--- src/rtl/tr_stack_cache_if.sv ---
// Bundle of operation, stack-view and memory spill/fill signals for tr_stack_cache.
interface tr_stack_cache_if #(
    parameter int unsigned WIDTH     = 16,
    parameter int unsigned DEPTH     = 4,
    parameter int unsigned NSRC      = 8,
    parameter int unsigned MEM_DEPTH = 256
) ();
    localparam int unsigned SelW = (NSRC > 1) ? $clog2(NSRC) : 1;
    localparam int unsigned CntW = $clog2(DEPTH + 1);
    localparam int unsigned MemW = $clog2(MEM_DEPTH + 1);

    logic [NSRC*WIDTH-1:0] src_data;
    logic [SelW-1:0]       tr_src;
    logic [1:0]            op;
    logic                  op_valid;
    logic                  op_ready;
    logic [WIDTH-1:0]      TR;
    logic [WIDTH-1:0]      NOS;
    logic [CntW-1:0]       count;
    logic [MemW-1:0]       mem_cnt;
    logic                  spill_valid;
    logic [WIDTH-1:0]      spill_data;
    logic                  spill_ready;
    logic                  fill_req;
    logic [WIDTH-1:0]      fill_data;
    logic                  fill_valid;
    logic                  err;

    // Requester / memory side
    modport master (
        output src_data, tr_src, op, op_valid, spill_ready, fill_data, fill_valid,
        input  op_ready, TR, NOS, count, mem_cnt, spill_valid, spill_data, fill_req, err
    );

    // Stack cache side
    modport slave (
        input  src_data, tr_src, op, op_valid, spill_ready, fill_data, fill_valid,
        output op_ready, TR, NOS, count, mem_cnt, spill_valid, spill_data, fill_req, err
    );
endinterface

--- src/rtl/tr_stack_cache.sv ---
// Top-of-stack register cache: DEPTH entries in registers, spill/refill to backing memory.
module tr_stack_cache #(
    parameter int unsigned WIDTH     = 16,
    parameter int unsigned DEPTH     = 4,
    parameter int unsigned NSRC      = 8,
    parameter int unsigned MEM_DEPTH = 256
) (
    input logic             CLK,
    input logic             reset,
    tr_stack_cache_if.slave bus
);
    localparam int unsigned SelW = (NSRC > 1) ? $clog2(NSRC) : 1;
    localparam int unsigned CntW = $clog2(DEPTH + 1);
    localparam int unsigned MemW = $clog2(MEM_DEPTH + 1);

    localparam logic [1:0] OpLoad = 2'd0;
    localparam logic [1:0] OpPush = 2'd1;
    localparam logic [1:0] OpPop  = 2'd2;
    localparam logic [1:0] OpSwap = 2'd3;

    typedef enum logic [1:0] {StIdle, StSpill, StFill} state_e;

    state_e           state_q, state_d;
    logic [WIDTH-1:0] entry_q [DEPTH];
    logic [WIDTH-1:0] entry_d [DEPTH];
    logic [CntW-1:0]  count_q, count_d;
    logic [MemW-1:0]  mem_cnt_q, mem_cnt_d;
    logic             err_q, err_d;
    logic [WIDTH-1:0] push_q, push_d;
    logic [WIDTH-1:0] src_sel;

    // Source mux; selects outside 0..NSRC-1 yield zero
    always_comb begin
        src_sel = '0;
        for (int k = 0; k < NSRC; k++) begin
            if (bus.tr_src == SelW'(k)) src_sel = bus.src_data[k*WIDTH +: WIDTH];
        end
    end

    // Next-state logic for the FSM and the stack entries
    always_comb begin
        state_d   = state_q;
        entry_d   = entry_q;
        count_d   = count_q;
        mem_cnt_d = mem_cnt_q;
        err_d     = err_q;
        push_d    = push_q;
        unique case (state_q)
            StIdle: begin
                if (bus.op_valid) begin
                    case (bus.op)
                        OpLoad: begin
                            entry_d[0] = src_sel;
                            if (count_q == '0) count_d = CntW'(1);
                        end
                        OpPush: begin
                            if (count_q < CntW'(DEPTH)) begin
                                for (int i = 1; i < DEPTH; i++) entry_d[i] = entry_q[i-1];
                                entry_d[0] = src_sel;
                                count_d    = count_q + CntW'(1);
                            end else if (mem_cnt_q < MemW'(MEM_DEPTH)) begin
                                // Bottom entry must reach memory before the shift
                                push_d  = src_sel;
                                state_d = StSpill;
                            end else begin
                                err_d = 1'b1;
                            end
                        end
                        OpPop: begin
                            if (count_q >= CntW'(2)) begin
                                for (int i = 0; i < DEPTH - 1; i++) entry_d[i] = entry_q[i+1];
                                entry_d[DEPTH-1] = '0;
                                count_d          = count_q - CntW'(1);
                            end else if (count_q == CntW'(1)) begin
                                if (mem_cnt_q != '0) begin
                                    state_d = StFill;
                                end else begin
                                    entry_d[0] = '0;
                                    count_d    = '0;
                                end
                            end else begin
                                err_d = 1'b1;
                            end
                        end
                        default: begin
                            if (count_q >= CntW'(2)) begin
                                entry_d[0] = entry_q[1];
                                entry_d[1] = entry_q[0];
                            end else begin
                                err_d = 1'b1;
                            end
                        end
                    endcase
                end
            end
            StSpill: begin
                if (bus.spill_ready) begin
                    for (int i = 1; i < DEPTH; i++) entry_d[i] = entry_q[i-1];
                    entry_d[0] = push_q;
                    mem_cnt_d  = mem_cnt_q + MemW'(1);
                    state_d    = StIdle;
                end
            end
            StFill: begin
                if (bus.fill_valid) begin
                    entry_d[0] = bus.fill_data;
                    mem_cnt_d  = mem_cnt_q - MemW'(1);
                    state_d    = StIdle;
                end
            end
            default: state_d = StIdle;
        endcase
    end

    // State registers; reset aborts any transfer in flight
    always_ff @(posedge CLK or posedge reset) begin
        if (reset) begin
            state_q   <= StIdle;
            count_q   <= '0;
            mem_cnt_q <= '0;
            err_q     <= 1'b0;
            push_q    <= '0;
            for (int i = 0; i < DEPTH; i++) entry_q[i] <= '0;
        end else begin
            state_q   <= state_d;
            count_q   <= count_d;
            mem_cnt_q <= mem_cnt_d;
            err_q     <= err_d;
            push_q    <= push_d;
            entry_q   <= entry_d;
        end
    end

    assign bus.op_ready    = (state_q == StIdle);
    assign bus.spill_valid = (state_q == StSpill);
    assign bus.fill_req    = (state_q == StFill);
    assign bus.spill_data  = entry_q[DEPTH-1];
    assign bus.TR          = entry_q[0];
    assign bus.NOS         = entry_q[1];
    assign bus.count       = count_q;
    assign bus.mem_cnt     = mem_cnt_q;
    assign bus.err         = err_q;
endmodule

--- src/flat_wrapper.sv ---
// flat-port wrapper written by rule: the top's interface ports become plain ports
module tr_stack_cache_flat 
#(
    parameter int unsigned WIDTH     = 16,
    parameter int unsigned DEPTH     = 4,
    parameter int unsigned NSRC      = 8,
    parameter int unsigned MEM_DEPTH = 256
)
  (CLK, reset, bus_src_data, bus_tr_src, bus_op, bus_op_valid, bus_spill_ready, bus_fill_data, bus_fill_valid, bus_op_ready, bus_TR, bus_NOS, bus_count, bus_mem_cnt, bus_spill_valid, bus_spill_data, bus_fill_req, bus_err);
  tr_stack_cache_if #(.WIDTH(WIDTH), .DEPTH(DEPTH), .NSRC(NSRC), .MEM_DEPTH(MEM_DEPTH)) bus_i ();
  input logic CLK;
  input logic reset;
  input wire logic [$bits(bus_i.src_data)-1:0] bus_src_data;
  input wire logic [$bits(bus_i.tr_src)-1:0] bus_tr_src;
  input wire logic [$bits(bus_i.op)-1:0] bus_op;
  input wire logic [$bits(bus_i.op_valid)-1:0] bus_op_valid;
  input wire logic [$bits(bus_i.spill_ready)-1:0] bus_spill_ready;
  input wire logic [$bits(bus_i.fill_data)-1:0] bus_fill_data;
  input wire logic [$bits(bus_i.fill_valid)-1:0] bus_fill_valid;
  output wire logic [$bits(bus_i.op_ready)-1:0] bus_op_ready;
  output wire logic [$bits(bus_i.TR)-1:0] bus_TR;
  output wire logic [$bits(bus_i.NOS)-1:0] bus_NOS;
  output wire logic [$bits(bus_i.count)-1:0] bus_count;
  output wire logic [$bits(bus_i.mem_cnt)-1:0] bus_mem_cnt;
  output wire logic [$bits(bus_i.spill_valid)-1:0] bus_spill_valid;
  output wire logic [$bits(bus_i.spill_data)-1:0] bus_spill_data;
  output wire logic [$bits(bus_i.fill_req)-1:0] bus_fill_req;
  output wire logic [$bits(bus_i.err)-1:0] bus_err;
  assign bus_i.src_data = bus_src_data;
  assign bus_i.tr_src = bus_tr_src;
  assign bus_i.op = bus_op;
  assign bus_i.op_valid = bus_op_valid;
  assign bus_i.spill_ready = bus_spill_ready;
  assign bus_i.fill_data = bus_fill_data;
  assign bus_i.fill_valid = bus_fill_valid;
  assign bus_op_ready = bus_i.op_ready;
  assign bus_TR = bus_i.TR;
  assign bus_NOS = bus_i.NOS;
  assign bus_count = bus_i.count;
  assign bus_mem_cnt = bus_i.mem_cnt;
  assign bus_spill_valid = bus_i.spill_valid;
  assign bus_spill_data = bus_i.spill_data;
  assign bus_fill_req = bus_i.fill_req;
  assign bus_err = bus_i.err;
  tr_stack_cache #(.WIDTH(WIDTH), .DEPTH(DEPTH), .NSRC(NSRC), .MEM_DEPTH(MEM_DEPTH)) u_core (.CLK(CLK), .reset(reset), .bus(bus_i));
endmodule
--- config.mk ---
export PLATFORM = sky130hd
export DESIGN_NAME = tr_stack_cache_flat
export DESIGN_NICKNAME = d
export VERILOG_FILES = /design/src/rtl/tr_stack_cache_if.sv /design/src/rtl/tr_stack_cache.sv /design/src/flat_wrapper.sv
export SDC_FILE = /design/constraint.sdc
export NUM_CORES = 1
export LEC_CHECK = 0
export ABC_CLOCK_PERIOD_IN_PS = 8700
export BUFFER_PORTS_ARGS = -buffer_cell sky130_fd_sc_hd__buf_2
export CAP_MARGIN = 20
export CORE_MARGIN = 5
export CORE_UTILIZATION = 35
export CTS_CLUSTER_DIAMETER = 60
export DETAILED_ROUTE_END_ITERATION = 12
export HOLD_SLACK_MARGIN = 0.03
export PLACE_DENSITY_LB_ADDON = 0.2
export SLEW_MARGIN = 30
export SYNTH_ARGS = -nofsm -noshare
export SYNTH_HDL_FRONTEND = slang
export SYNTH_SLANG_ARGS = --single-unit
--- constraint.sdc ---
create_clock -name CLK -period 8.7 [get_ports CLK]
set_clock_uncertainty 0.1 [all_clocks]
set_input_delay 0 -clock CLK [delete_from_list [all_inputs] [get_ports CLK]]
set_output_delay 0 -clock CLK [all_outputs]
set_load 0.02 [all_outputs]
==> impl_metrics.csv <==
group,metric,value,unit
run_status,outcome,"complete, no violations",
power_and_ir_drop,irDropWorstVdd,273,uV
place,place_inst,1160,
detailed_routing,wl_met1,9020,um
detailed_routing,route.met2.wl,11000,um
detailed_routing,post_drt_via_cell_ratio,5.19,
timing,tightest_slew,878,ps
detailed_routing,drtIter0Drc,352,
yosys,synth_area_per_cell,8.84,um^2
power_and_ir_drop,finalPower,2.45,mW
yosys,netlist_area,6830,um^2
floorplanning,start_util,35.3,%
yosys,synthArstFlopShare,100,%
timing,grt_setup_unrepaired,"false",
global_routing,grt_pass1_vias,6135,
place,port_buffers,217,
floorplanning,io_pins,218,
floorplanning,fp.dieW,150,um
floorplanning,die_y,150,um
clocking,clock-sinks,95,
timing,slew_headroom,41.5,%
timing,period_share,33.5,%
final_layout,fill_cells,1975,
floorplanning,dieArea,22400,um^2
yosys,syn-num-nets,948,
worst_setup_path,cp-end-kind,"flip-flop",
global_routing,grt_overflow_total,0,
final_layout,nNetsFinal,1105,
yosys,synth_area_leaders,"dfrtp_1, nand2_1, mux2_2, mux2i_1, buf_4",
worst_setup_path,required,8890,ps
yosys,yosysTopAreaCell,"dfrtp_1",
place,place_area,7720,um^2
worst_setup_path,rr_worst_depth,7,
clocking,numCtsBuffers,9,
timing,setup_viol,0,
final_layout,syn_to_final_growth,20.6,%
worst_setup_path,arrival,3110,ps
place,dp_hpwl,15900,um
worst_setup_path,criticalPathCategory,"reg -> reg",
power_and_ir_drop,p_per_area,298,nW/um^2
clocking,postCtsSetupBuffers,0,
worst_setup_path,crit_path_max_fanout,22,
clocking,cts_max_level,3,
detailed_routing,top_layer_used,"met4",
yosys,synth_top_area_share,34.8,%
global_routing,grt_first_pass_wirelength,33200,um
yosys,ys_warn_count,0,
yosys,synthDistinctLibCells,65,
global_routing,antenna_found_initial,0,
clocking,cts_tree,"built",
timing,period_needed,2920,ps
yosys,netlist_instances,773,
final_layout,final_cell_mix,"buf_2, nand2_1, dfrtp_1, o21ai_0, a21oi_1",
yosys,seq_area_frac_synth,34.8,%
clocking,cts-root-buf,"clkbuf_16",
detailed_routing,ant_nets,0,
min_path,min_path_type,"in -> async",
timing,finalHoldViolCount,0,
floorplanning,rows,51,
timing,setup-tns-final,0,ps
final_layout,layout_commonest_cell,"buf_2",
detailed_routing,drt-total-wl,21600,um
timing,drv_slew,0,
floorplanning,coreArea,19300,um^2
yosys,synth_ff_type,"dfrtp_1",
final_layout,drive_gt1_share,31.9,%
final_layout,diodes,0,
final_layout,finalInstanceArea,8240,um^2
detailed_routing,dr_total_vias,6222,
clocking,clock_path_buffers,2,
clocking,clk_pin_slew,70,ps
place,place.gp.congestion,0.799,
detailed_routing,wl_met3,1310,um
global_routing,grt_start_max_net_pins,80,
run,maxCapViolCount,0,
global_routing,grt.total_usage,18.6,%
clocking,clock_latency,360,ps
timing,fmaxAchievable,343,MHz
final_layout,layout.cells.non_filler,1200,
worst_setup_path,start_kind,"flip-flop",
power_and_ir_drop,p_leak,4.04,nW
detailed_routing,avgRoutedWirePerCell,18.0,um
final_layout,post-route-util,42.6,%
detailed_routing,dr.pass1.iters,7,
yosys,ys_ff_latch,95,
detailed_routing,route.detailed.drc,0,
yosys,synth-edff-count,0,
[synthesized netlist by cell type (2+ instances only)]
library cell / n
o21ai_0: 67
xor2_1: 4
nand2_1: 119
a21o_1: 4
buf_6: 2
buf_4: 52
inv_1: 23
o211ai_1: 4
a21boi_0: 5
o21ai_1: 7
mux2_2: 39
a22o_1: 7
mux2i_1: 42
nand2b_1: 15
dfrtp_1: 95
and3b_1: 2
o31ai_1: 12
a2bb2oi_1: 9
o21a_1: 9
nor2_1: 11
buf_1: 5
a22oi_1: 16
nand3b_1: 2
ha_1: 20
buf_2: 24
o22ai_1: 10
a41o_1: 5
o221ai_1: 3
a211oi_1: 9
a211o_1: 6
a21oi_1: 53
nor2b_1: 6
clkbuf_1: 21
nor3_1: 9
nand3_1: 13
a221oi_1: 13
xnor2_1: 2
[report_power, final]
part           internal (mW)  total, mW  leakage [nW]  switching (mW)
Clock                  0.200      0.387         0.137           0.188
Sequential             0.614      0.785          1.24           0.171
Combinational          0.501       1.28          2.66           0.780
[through the flow]
| stage | setup slack [ps] | hold WS (ps) |
|---|---|---|
| global placement | 5910 | -143 |
| floorplan | 5790 | 142 |
| finish | 5780 | 36.0 |
| detailed placement | 5780 | -138 |
| global route | 5570 | 56.4 |
| CTS | 5770 | 32.2 |
[flip-flops by register name, summed over array words and instances (netlist names)]
name / flops
u_core.bus.spill_data: 16
u_core.bus.err: 1
u_core.push_q: 16
u_core.bus.mem_cnt: 9
u_core.state_q: 2
u_core.entry_q: 16
u_core.bus.NOS: 16
u_core.bus.count: 3
u_core.bus.TR: 16
[critical path, stage by stage, from the launching register on]
cell and delay [ps]:
dfrtp_1 410, inv_1 90, ha_1 730, nor2b_1 420, or3_1 530, o21ai_0 180
a211oi_1 260, a211o_1 130
[metal layers]
layer	vias to the layer above	GRT usage, %
li1	3060	-
met1	2958	23.9
met2	187	32.3
met3	17	3.82
met4	0	4.21
met5	-	0
[final cells by class]
cell class / instances / area (um^2) / area share, %
Clock buffer: 10 / 229 / 2.78
Inverter: 23 / 88.8 / 1.08
Tap cell: 265 / 332 / 4.02
Clock inverter: 6 / 52.6 / 0.638
Timing Repair Buffer: 250 / 1400 / 17.0
Sequential cell: 95 / 2380 / 28.8
Multi-Input combinational cell: 551 / 3760 / 45.7
[final timing paths]
path                            slack, ps              start               endpoint
worst min register to register        370     u_core.bus.err         u_core.bus.err
worst max-delay path                 5780  u_core.state_q[1]  u_core.bus.mem_cnt[8]
min in group CLK                       40          bus_op[0]         u_core.bus.err
max in group asynchronous            7470              reset       u_core.push_q[0]
worst max register to register       5780  u_core.state_q[1]  u_core.bus.mem_cnt[8]
worst min-delay path                   40              reset     u_core.entry_q[16]
[what timing repair did]
action / 4_1_cts / 5_1_grt
hold buffers: 24 / 0
gates resized for setup: 0 / 0
endpoints found under the hold margin: 53 / 0
[cells by family after synthesis]
kind of cell / Yosys count / synth area share, %
flops: 95 / 34.8
xor+xnor: 6 / 0.769
simple gates: 188 / 12.4
buf+inv: 127 / 10.5
fa+ha+maj: 21 / 3.95
mux: 81 / 12.6
compound gates: 255 / 25.0
Note: power is estimated with default switching activity, not from simulation.
